==> src/rtl/cache_controller.sv <==
// Blocking read-only cache controller: looks up one word, fills a whole
// line from memory on a miss, and reports hit/miss statistics.
module cache_controller #(
  parameter int MEM_TIMEOUT = 255
) (
  input  logic         clk,
  input  logic         rst,
  input  logic         cpuRd,
  input  logic [14:0]  cpuAddr,
  output logic [31:0]  cpuData,
  output logic         cpuReady,
  output logic         cpuErr,
  output logic         busy,
  output logic [14:0]  cacheAddr,
  output logic         cacheWrEn,
  output logic [127:0] cacheLine,
  input  logic         cacheHit,
  input  logic [31:0]  cacheData,
  output logic         memRd,
  output logic [12:0]  memAddr,
  input  logic         memReady,
  input  logic [127:0] memData,
  output logic [15:0]  hitCount,
  output logic [15:0]  missCount
);

  localparam int WAIT_W = $clog2(MEM_TIMEOUT + 1);

  typedef enum logic [2:0] {
    IDLE,
    LOOKUP,
    MISS,
    FILL,
    RESPOND
  } state_t;

  state_t              state, state_nxt;
  logic [14:0]         addr_reg;
  logic [127:0]        line_reg;
  logic [WAIT_W-1:0]   wait_cnt;
  logic                err_reg;
  logic                timeout;
  logic [31:0]         fill_word;

  // Last MISS cycle: the counter started at 0, so this is cycle MEM_TIMEOUT.
  assign timeout = (wait_cnt == WAIT_W'(MEM_TIMEOUT - 1));

  // NOTE: async reset is in the sensitivity list so outputs drop immediately,
  // even mid-miss; state is decoded straight into the handshake outputs.
  always_ff @(posedge clk or posedge rst) begin
    if (rst) state <= IDLE;
    else     state <= state_nxt;
  end

  // NOTE: state_nxt gets its default before the case so no path leaves it
  // unassigned, which would otherwise infer a latch.
  always_comb begin
    state_nxt = state;
    case (state)
      IDLE:    if (cpuRd) state_nxt = LOOKUP;
      LOOKUP:  state_nxt = cacheHit ? RESPOND : MISS;
      MISS: begin
        if (memReady)     state_nxt = FILL;
        else if (timeout) state_nxt = RESPOND;
      end
      FILL:    state_nxt = RESPOND;
      RESPOND: state_nxt = IDLE;
      default: state_nxt = IDLE;
    endcase
  end

  always_comb begin
    fill_word = line_reg[127:96];
    case (addr_reg[1:0])
      2'd1:    fill_word = line_reg[95:64];
      2'd2:    fill_word = line_reg[63:32];
      2'd3:    fill_word = line_reg[31:0];
      default: fill_word = line_reg[127:96];
    endcase
  end

  // NOTE: sequential state uses non-blocking assignments so every register
  // sees the pre-edge values of the others.
  always_ff @(posedge clk or posedge rst) begin
    if (rst) begin
      addr_reg  <= '0;
      line_reg  <= '0;
      wait_cnt  <= '0;
      err_reg   <= 1'b0;
      cpuData   <= '0;
      hitCount  <= '0;
      missCount <= '0;
    end else begin
      case (state)
        IDLE: begin
          err_reg <= 1'b0;
          if (cpuRd) addr_reg <= cpuAddr;
        end
        LOOKUP: begin
          if (cacheHit) begin
            cpuData <= cacheData;
            if (hitCount != 16'hFFFF) hitCount <= hitCount + 16'd1;
          end else begin
            wait_cnt <= '0;
            if (missCount != 16'hFFFF) missCount <= missCount + 16'd1;
          end
        end
        MISS: begin
          wait_cnt <= wait_cnt + 1'b1;
          if (memReady)     line_reg <= memData;
          else if (timeout) err_reg  <= 1'b1;
        end
        FILL:    cpuData <= fill_word;
        default: ;
      endcase
    end
  end

  assign busy      = (state != IDLE);
  assign memRd     = (state == MISS);
  assign cacheWrEn = (state == FILL);
  assign cpuReady  = (state == RESPOND);
  assign cpuErr    = (state == RESPOND) && err_reg;
  assign cacheAddr = addr_reg;
  assign memAddr   = addr_reg[14:2];
  assign cacheLine = line_reg;

endmodule
==> config.mk <==
export PLATFORM = sky130hd
export DESIGN_NAME = cache_controller
export DESIGN_NICKNAME = d
export VERILOG_FILES = /design/src/rtl/cache_controller.sv
export SDC_FILE = /design/constraint.sdc
export NUM_CORES = 1
export LEC_CHECK = 0
export ABC_AREA = 1
export CORE_MARGIN = 2
export CORE_UTILIZATION = 44
export DETAILED_ROUTE_END_ITERATION = 10
export PLACE_DENSITY = 0.88
export REMOVE_ABC_BUFFERS = 1
export SLEW_MARGIN = 10
export SYNTH_ARGS = -nofsm -noshare
export SYNTH_HDL_FRONTEND = slang
export SYNTH_SLANG_ARGS = --single-unit
export TNS_END_PERCENT = 5
==> constraint.sdc <==
create_clock -name clk -period 8.8 [get_ports clk]
set_input_delay 1.32 -clock clk [delete_from_list [all_inputs] [get_ports clk]]
set_output_delay 1.32 -clock clk [all_outputs]
set_load 0.01 [all_outputs]
==> flow_summary_export.csv <==
group,metric,value,unit
outcome,status,"completed",
yosys,yosysSeqAreaShare,53.6,%
yosys,synth_top_family_by_area,"simple AND/OR/NAND/NOR gates",
layout,stdcell_area,0.0151,sq mm
clocking,htree_levels,1,
setup_path,path_cells,"inv_1, nor2_2, nand2_1, inv_1, clkdlybuf4s50_1",
layout,layout_commonest_cell,"nand2_1",
global_route,grt_first_pass_wirelength,55.2,mm
yosys,syn_area_per_cell,8.01,sq um
clocking,root_buffer,"clkbuf_16",
floorplan,rows,55,
yosys,synth_fa_ha_area_share,0.489,%
timing,relSlewSlack,29.4,%
timing,clock_skew,0.00736,ns
setup_path,end_kind,"primary output",
yosys,yosys.area.top_type,"dfrtp_1",
setup_path,worst_r2r_path_depth,6,
timing,slew_violations,0,
placement,dp_hpwl,24.6,mm
layout,area.sequential,0.00548,sq mm
global_route,grt_overflow,0,
clocking,post_cts_buffers,0,
floorplan,die_area,0.0245,sq mm
routing,drc,0,
layout,final_cell_mix,"520 x nand2_1, 404 x clkdlybuf4s50_1, 219 x dfrtp_1",
routing,dr.pass1.iters,5,
setup_path,cp.depth,5,
clocking,cts.sinks,219,
floorplan,die_h,156,um
timing,period_needed,3.44,ns
setup_path,critPathArrivalTime,2.12,ns
routing,vias,10300,
yosys,synthMuxAreaShare,0.0978,%
setup_path,cp-start-kind,"register",
clocking,cts_max_path_buffers,3,
clocking,cts_hold_buf,0,
timing,tightest_slew,1.06,ns
layout,drive_above_1_share,3.90,%
setup_path,worst-path-buf-inv,3,
power,ir_drop,0.000219,V
floorplan,initial_core_util,45.1,%
yosys,synth_edf_count,0,
yosys,synthesis.instances,1278,
setup_path,slowest_delay,0.58,ns
global_route,grt_pass1_vias,10300,
timing,rsz0062_at_grt,"false",
global_route,grt_max_degree,147,
routing,postRouteAntennaNets,0,
yosys,synth.distinct_cells,31,
worst_hold_path,whs_path_depth,2,
yosys,yosys_most_used_dff,"dfrtp_1",
clocking,cts_buffers,24,
yosys,synth_compound_area_share,10.2,%
timing,fin_crit_sh,39.0,%
setup_path,cp_max_fo,5,
global_route,track_usage,28.8,%
clocking,cts.clk_slew.worst_paths,0.06,ns
timing,finalHoldViolations,0,
routing,routed_wl,35.9,mm
setup_path,critical_path_class,"register to primary output",
power,power_density,347,mW/mm^2
timing,fmax,0.291,GHz
routing,drt_iter0_drc,768,
yosys,ys_warn_count,0,
clocking,ctsResizeCount,0,
yosys,netlist_area,0.0102,sq mm
floorplan,die_x,156,um
timing,setup_violations,0,
setup_path,worst_path_max_delay_cell,"clkdlybuf4s50_1",
layout,largest_reg_flops,128,
routing,routedWlPerCell,18.4,um
floorplan,core,0.0227,sq mm
yosys,ys_ff_latch,219,
timing,setup_tns,0,ns
layout,finalNetCount,1831,
worst_hold_path,hold_path_class,"register to register",
routing,post_drt_via_cell_ratio,5.25,
yosys,yosys.area_share.simple,26.3,%
clocking,tritoncts,"built",
layout,fillers,1750,
yosys,synth_area_leaders,"dfrtp_1 54%, nand2_1 19%, o21ai_0 4.5%",
yosys,synth_async_sr_flop_share,100,%
global_route,antenna_found_initial,4,
placement,dpl_cell_area,0.0143,sq mm
layout,multi_input_comb_area,0.00393,sq mm
run,drv_cap,0,
setup_path,required,7.48,ns
clocking,clk_latency,0.51,ns
floorplan,io_pins,405,
layout,syn_to_final_growth,47.8,%
power,leakagePower,0.00684,uW
yosys,synth_xor_area_share,1.20,%
setup_path,crit_top_cell,"inv_1",
setup_path,cp_top_family,"buffers and inverters",
placement,globalplace.congestion,0.892,
yosys,synth_top_area_share,53.6,%
placement,io_buffers,404,
## worst paths after layout
check	startpoint	endpoint	slack [ns]
worst max register to register	state[0]	cacheLine[117]	5.96
worst min-delay path	cacheAddr[8]	cacheAddr[8]	0.50
worst min register to register	cacheAddr[8]	cacheAddr[8]	0.50
worst max-delay path	state[0]	cacheWrEn	5.36
min in group asynchronous	rst	hitCount[0]	1.43
max in group asynchronous	rst	hitCount[3]	5.71
## cells by family (layout without fill, tap and decap cells)
| kind of cell | after synthesis | count (layout) |
|---|---|---|
| compound gates | 182 | 182 |
| xor+xnor | 14 | 14 |
| simple gates | 684 | 684 |
| flops | 219 | 219 |
| buf+inv | 174 | 561 |
| other cells | 0 | 5 |
| mux | 1 | 1 |
| fa+ha+maj | 4 | 4 |
## through the flow
step	std cells	setup slack (ns)	total power [uW]	hold WS [ns]	util, %
after floorplan	1209	1.49	2760	0.462	-
after global placement	1906	5.04	4100	0.480	62.9
after detailed placement	1906	5.02	4180	0.489	62.9
after CTS	1950	5.36	5270	0.502	66.5
after global routing	1953	5.28	5560	0.515	66.6
final	1955	5.36	5250	0.497	66.6
## report_power, final
group	internal (uW)	switching (uW)	total, uW
Clock	645	410	1050
Sequential	1440	345	1780
Combinational	1140	1280	2420
## synth_stat cells (6+ instances only)
cell	count
o22ai_1	34
o21ai_0	93
o21ai_1	14
clkbuf_1	21
a21oi_1	6
nand4_1	11
nand2_1	521
buf_2	12
buf_6	7
xor2_1	7
inv_1	100
xnor2_1	7
nor2_1	109
dfrtp_1	219
buf_4	29
nand3_1	30
o211ai_1	32
## worst min-delay path: cells and delay by family (launching register included)
family | cells | cell delay, ns
DFF | 1 | 0.35
and+or+nand+nor | 2 | 0.11
## metal layers
metal / global-route usage, % / vias up / wire length [um]
li1: - / 4774 / -
met1: 34.2 / 4876 / 13500
met2: 49.8 / 493 / 17800
met3: 7.39 / 116 / 3090
met4: 12.3 / 0 / 1590
met5: 0 / - / 0
## layout make-up
class                   count  share of cell area (%)
flip-flops and latches    219                    36.2
repair buffers            412                    27.1
multi-input cells         885                    26.0
clock buffers              38                    4.99
inverters                 105                    2.66
well taps                 285                    2.36
clock inverters             6                   0.546
diodes                      5                  0.0827
No activity file was read; power rests on OpenSTA's default activity.
